--- src/rtl/cpu_pkg.sv ---
// Shared CPU definitions: FSM state codes and multiplier encodings.
// Consumed by the multiplier slice and its bench.
package cpu_pkg;

    localparam int MULT_WIDTH = 32;

    localparam logic [3:0] S_MULT = 4'd13;
    localparam logic [3:0] S_MFLO = 4'd14;

    typedef enum logic [1:0] {
        MULT_IDLE = 2'd0,
        MULT_RUN  = 2'd1,
        MULT_DONE = 2'd2
    } mult_state_t;

    function automatic logic is_mult_start(input logic [3:0] fsm_state);
        return fsm_state == S_MULT;
    endfunction

endpackage

--- src/rtl/mult_unit_if.sv ---
// Multiplier request/result bundle between the CPU FSM and mult_unit.
// master = FSM side, slave = multiplier side.
interface mult_unit_if #(
    parameter int WIDTH = cpu_pkg::MULT_WIDTH
);
    logic             start;
    logic [WIDTH-1:0] A;
    logic [WIDTH-1:0] B;
    logic             busy;
    logic             done;
    logic [WIDTH-1:0] HI;
    logic [WIDTH-1:0] LO;

    modport master (
        output start, A, B,
        input  busy, done, HI, LO
    );

    modport slave (
        input  start, A, B,
        output busy, done, HI, LO
    );
endinterface

--- src/rtl/mult_shift_add.sv ---
// Shift-add datapath: multiplicand, accumulator, adder and multiplier shifter.
// One partial product per step; {acc, mplier} is the running product.
module mult_shift_add #(
    parameter int WIDTH = 32
) (
    input  logic               clk,
    input  logic               reset,
    input  logic               load,
    input  logic               step,
    input  logic [WIDTH-1:0]   mcand_in,
    input  logic [WIDTH-1:0]   mplier_in,
    output logic [2*WIDTH-1:0] product
);
    logic [WIDTH-1:0] mcand;
    logic [WIDTH-1:0] acc;
    logic [WIDTH-1:0] mplier;
    logic [WIDTH:0]   sum;

    assign sum = {1'b0, acc}
               + {1'b0, (mplier[0] ? mcand : {WIDTH{1'b0}})};

    // {carry, acc, mplier} >> 1: the sum LSB drops into the multiplier register
    always_ff @(posedge clk or posedge reset) begin
        if (reset) begin
            mcand  <= '0;
            acc    <= '0;
            mplier <= '0;
        end else if (load) begin
            mcand  <= mcand_in;
            acc    <= '0;
            mplier <= mplier_in;
        end else if (step) begin
            acc    <= sum[WIDTH:1];
            mplier <= {sum[0], mplier[WIDTH-1:1]};
        end
    end

    assign product = {acc, mplier};

endmodule

--- src/rtl/mult_unit.sv ---
// Sequential multiplier for the multi-cycle CPU: WIDTH+1 cycles start->HI/LO.
// Define MULT_SIGNED_EN for signed (mult) semantics; default is multu.
module mult_unit
    import cpu_pkg::*;
#(
    parameter int WIDTH = MULT_WIDTH
) (
    input logic        clk,
    input logic        reset,
    mult_unit_if.slave bus
);
    localparam int CW = $clog2(WIDTH) + 1;

    mult_state_t        state;
    mult_state_t        state_nxt;
    logic [CW-1:0]      count;
    logic               load;
    logic               step;
    logic [WIDTH-1:0]   mcand_in;
    logic [WIDTH-1:0]   mplier_in;
    logic [2*WIDTH-1:0] product;
    logic [2*WIDTH-1:0] result;
    logic               done;
    logic [WIDTH-1:0]   hi;
    logic [WIDTH-1:0]   lo;

`ifdef MULT_SIGNED_EN
    logic sign;

    assign mcand_in  = bus.A[WIDTH-1] ? -bus.A : bus.A;
    assign mplier_in = bus.B[WIDTH-1] ? -bus.B : bus.B;
    assign result    = sign ? -product : product;

    always_ff @(posedge clk or posedge reset) begin
        if (reset) begin
            sign <= 1'b0;
        end else if (load) begin
            sign <= bus.A[WIDTH-1] ^ bus.B[WIDTH-1];
        end
    end
`else
    assign mcand_in  = bus.A;
    assign mplier_in = bus.B;
    assign result    = product;
`endif

    mult_shift_add #(
        .WIDTH(WIDTH)
    ) u_dp (
        .clk      (clk),
        .reset    (reset),
        .load     (load),
        .step     (step),
        .mcand_in (mcand_in),
        .mplier_in(mplier_in),
        .product  (product)
    );

    always_comb begin
        state_nxt = state;
        load      = 1'b0;
        step      = 1'b0;
        unique case (state)
            MULT_IDLE: begin
                if (bus.start) begin
                    load      = 1'b1;
                    state_nxt = MULT_RUN;
                end
            end
            MULT_RUN: begin
                step = 1'b1;
                if (count == CW'(WIDTH - 1)) begin
                    state_nxt = MULT_DONE;
                end
            end
            MULT_DONE: begin
                state_nxt = MULT_IDLE;
            end
            default: begin
                state_nxt = MULT_IDLE;
            end
        endcase
    end

    always_ff @(posedge clk or posedge reset) begin
        if (reset) begin
            state <= MULT_IDLE;
            count <= '0;
            done  <= 1'b0;
            hi    <= '0;
            lo    <= '0;
        end else begin
            state <= state_nxt;
            done  <= (state == MULT_DONE);
            if (load) begin
                count <= '0;
            end else if (step) begin
                count <= count + 1'b1;
            end
            if (state == MULT_DONE) begin
                {hi, lo} <= result;
            end
        end
    end

    assign bus.busy = (state != MULT_IDLE);
    assign bus.done = done;
    assign bus.HI   = hi;
    assign bus.LO   = lo;

endmodule

--- src/flat_wrapper.sv ---
// flat-port wrapper written by rule: the top's interface ports become plain ports
module mult_unit_flat import cpu_pkg::*;
#(
    parameter int WIDTH = MULT_WIDTH
)
  (clk, reset, bus_start, bus_A, bus_B, bus_busy, bus_done, bus_HI, bus_LO);
  mult_unit_if #(.WIDTH(WIDTH)) bus_i ();
  input logic clk;
  input logic reset;
  input wire logic [$bits(bus_i.start)-1:0] bus_start;
  input wire logic [$bits(bus_i.A)-1:0] bus_A;
  input wire logic [$bits(bus_i.B)-1:0] bus_B;
  output wire logic [$bits(bus_i.busy)-1:0] bus_busy;
  output wire logic [$bits(bus_i.done)-1:0] bus_done;
  output wire logic [$bits(bus_i.HI)-1:0] bus_HI;
  output wire logic [$bits(bus_i.LO)-1:0] bus_LO;
  assign bus_i.start = bus_start;
  assign bus_i.A = bus_A;
  assign bus_i.B = bus_B;
  assign bus_busy = bus_i.busy;
  assign bus_done = bus_i.done;
  assign bus_HI = bus_i.HI;
  assign bus_LO = bus_i.LO;
  mult_unit #(.WIDTH(WIDTH)) u_core (.clk(clk), .reset(reset), .bus(bus_i));
endmodule
--- config.mk ---
export PLATFORM = sky130hd
export DESIGN_NAME = mult_unit_flat
export DESIGN_NICKNAME = d
export VERILOG_FILES = /design/src/rtl/cpu_pkg.sv /design/src/rtl/mult_unit_if.sv /design/src/rtl/mult_shift_add.sv /design/src/rtl/mult_unit.sv /design/src/flat_wrapper.sv
export SDC_FILE = /design/constraint.sdc
export NUM_CORES = 1
export LEC_CHECK = 0
export ABC_AREA = 1
export CAP_MARGIN = 20
export CORE_MARGIN = 5
export CORE_UTILIZATION = 36
export CTS_CLUSTER_SIZE = 12
export DETAILED_ROUTE_END_ITERATION = 10
export PLACE_DENSITY_LB_ADDON = 0.05
export SETUP_SLACK_MARGIN = 0.3
export SYNTH_ARGS = -nofsm -noshare
export SYNTH_HDL_FRONTEND = slang
export SYNTH_HIERARCHICAL = 1
export SYNTH_SLANG_ARGS = --single-unit
--- constraint.sdc ---
create_clock -name clk -period 4.1 [get_ports clk]
set_input_delay 1.025 -clock clk [delete_from_list [all_inputs] [get_ports clk]]
set_output_delay 1.025 -clock clk [all_outputs]
set_load 0.005 [all_outputs]
==> flow_summary.toml <==
[critical_path]
worstSetupEndpointType = "flip-flop"
cp.required_ns = 4.36
crit_path_start_kind = "input pin"
cp.arrival_ns = 3.04
cp_max_fo = 46
worstSetupPathType = "in -> reg"
cp_slowest_stage_delay_ns = 0.61
critPathSlowestCell = "inv_2"
reg2reg_depth = 12
cp_cell_sequence = "clkdlybuf4s50_1, nand2_1, inv_2, buf_4, nor2_4, inv_2, o221ai_1"
crit_top_cell = "inv_2"

[worst_hold_path]
whs_path_depth = 2
hold_class = "reg -> reg"

[clock_tree]
cts_resized = 0
path_clk_slew_ns = 0.08
cts_htree_levels = 4
cts_buffers = 17
ctsRootBufferMaster = "clkbuf_16"
cts_max_path_buffers = 2
cts_hold_buf = 0
cts_tree = "built"
clock-sinks = 169
post_cts_buffers = 0
clk_latency_ns = 0.43

[power]
power.share.clock_pct = 23.2
p_seq_share_pct = 36.2
ir_drop_mv = 0.229
p_sw_share_pct = 42.1
power.leakage_nw = 6.38
pwr-share-comb_pct = 40.6
intPower_mw = 4.07
p_switching_mw = 2.96
powerDensity_mw_per_mm2 = 609

[drt]
route.detailed.drc = 0
first_iter_violations = 425
first_pass_iters = 4
avgViaCountPerCell = 4.59
wl_per_cell_um = 14.5
vias = 8102
wl_um = 25600
ant_nets = 0

[synthesis]
syn-num-nets = 1399
synth_top_cells_by_count = "nand2_1 (633), inv_1 (191), dfrtp_1 (169), nor2_1 (50), nand3_1 (45)"
synth-seq-cells = 169
synthTopCellsByArea = "dfrtp_1 (45%), nand2_1 (26%), inv_1 (7.7%)"
synth_cells = 1298
yosysWarnings = 6
syn_area_mm2 = 0.00931
post-synth-top-area-cell = "dfrtp_1"
seq_area_frac_synth_pct = 45.4
yosys.area.top_type_share_pct = 45.4
synthFlopType = "dfrtp_1"
synth_cell_types = 35
synth-edff-count = 0
async_flop_share_pct = 100
yosysMostFrequentCell = "nand2_1"
syn_avg_cell_area_um2 = 7.17

[floorplan]
die_height_um = 171
core_mm2 = 0.0253
io-pin-count = 133
initial_core_util_pct = 36.8
die_x_um = 171
die_area_mm2 = 0.0292
fp-row-count = 58

[placement]
postPlaceCellArea_mm2 = 0.0109
dp_hpwl_um = 18600
numPortBuffers = 132
gp_congestion = 0.888

[sta]
fin_setup_tns_ns = 0
rsz0062_at_grt = "false"
hold_viol_final = 0
max_freq_ghz = 0.360
report.final.slew_viol_count = 0
setup_viol = 0
fin_skew_ns = 0.0191
min_period_ns = 2.77
worst_pin_slew_ns = 0.837
max-slew-margin-rel_pct = 44.1
holdWs_ns = 0.463
min_period_over_period_pct = 67.7

[finish]
layout-drive-gt1-share_pct = 5.09
syn_to_final_growth_pct = 24.0
diodes = 0
fin_area_mm2 = 0.0115
n_fill_cell = 2635
final_net_count = 1522

[global_routing]
grt_pass1_wl_um = 41900
track_usage_pct = 17.9
grt_antenna_before_repair = 0
grt_pass1_vias = 8014
overflow = 0
grt_max_degree = 66

[run_status]
status = "complete, no violations"

[run]
drv_cap = 0
==> placed cells by master, fill, tap and decap left out, types with 6 or more instances in the layout <==
master,synthesis,routed
nand2_2,10,11
xnor2_1,10,10
nand4_1,6,6
clkdlybuf4s50_1,0,132
inv_1,191,188
nor2_2,7,7
clkinv_8,0,6
nand2_1,633,632
dfrtp_1,169,169
o21ai_0,6,6
clkbuf_16,0,17
o21ai_1,12,12
nor2_1,50,50
o221ai_1,29,29
buf_4,13,9
a21oi_1,25,25
ha_1,33,33
nand3_1,45,45
==> kinds of logic after synthesis <==
logic type	synth area share (%)
xor+xnor	1.03
flops	45.4
simple gates	32.9
fa+ha+maj	4.65
buf+inv	10.1
compound gates	5.83
==> cell type report <==
type	count	area, µm²	area share (%)
inverter	194	732	6.34
tap	330	413	3.57
clock buffer	18	429	3.72
multi-input combinational	896	4140	35.9
timing repair buffer	143	1430	12.4
clock inverter	14	176	1.53
sequential	169	4230	36.6
==> worst max-delay path, delay by kind of cell <==
kind            cells  cell delay [ns]
compound gates      1             0.21
buf+inv             4             1.52
simple gates        2             0.26
==> power by group through the flow <==
| stage | combinational (mW) | sequential, mW | clock, mW |
|---|---|---|---|
| finish | 2.86 | 2.55 | 1.63 |
| global route | 3.27 | 2.62 | 1.75 |
| CTS | 2.88 | 2.55 | 1.68 |
| detailed placement | 2.87 | 2.58 | 0 |
| global placement | 2.84 | 2.58 | 0 |
| floorplan | 2.13 | 2.46 | 0 |
==> flip-flops by register name, summed over array words and instances, names as in the netlist <==
signal / cells
u_core/bus.HI: 32
u_core/bus.LO: 32
u_core/u_dp/acc: 32
u_core/u_dp/mcand: 32
u_core/u_dp/mplier: 32
u_core/count: 6
u_core/state: 2
u_core/bus.done: 1
==> layer usage <==
metal	vias to the layer above	global-route usage, %	routed length [µm]
met5	-	0	0
met4	0	3.27	212
met3	12	2.98	844
met2	133	27.9	11300
met1	3745	26.6	13200
li1	4212	-	-
==> path summary, 6_finish.rpt <==
kind,from,to,slack (ns)
max,bus_start,u_core/u_dp/mplier[3],1.33
min in group asynchronous,reset,u_core/u_dp/acc[28],1.01
max reg2reg,u_core/u_dp/mplier[0],u_core/u_dp/acc[29],1.40
min reg2reg,u_core/u_dp/mplier[19],u_core/bus.LO[19],0.46
max in group asynchronous,reset,u_core/u_dp/acc[12],2.37
min,u_core/u_dp/mplier[19],u_core/bus.LO[19],0.46
==> through the flow <==
step / std cells / utilization, % / power [mW] / setup WS (ns)
final: 1764 / 45.6 / 7.03 / 1.33
after global routing: 1764 / 45.6 / 7.64 / 1.11
after CTS: 1764 / 45.6 / 7.11 / 1.33
after detailed placement: 1732 / 43.2 / 5.45 / 0.865
after global placement: 1732 / 43.2 / 5.42 / 0.892
after floorplan: 1298 / - / 4.59 / 0.570
Note: power is estimated with default switching activity, not from simulation.
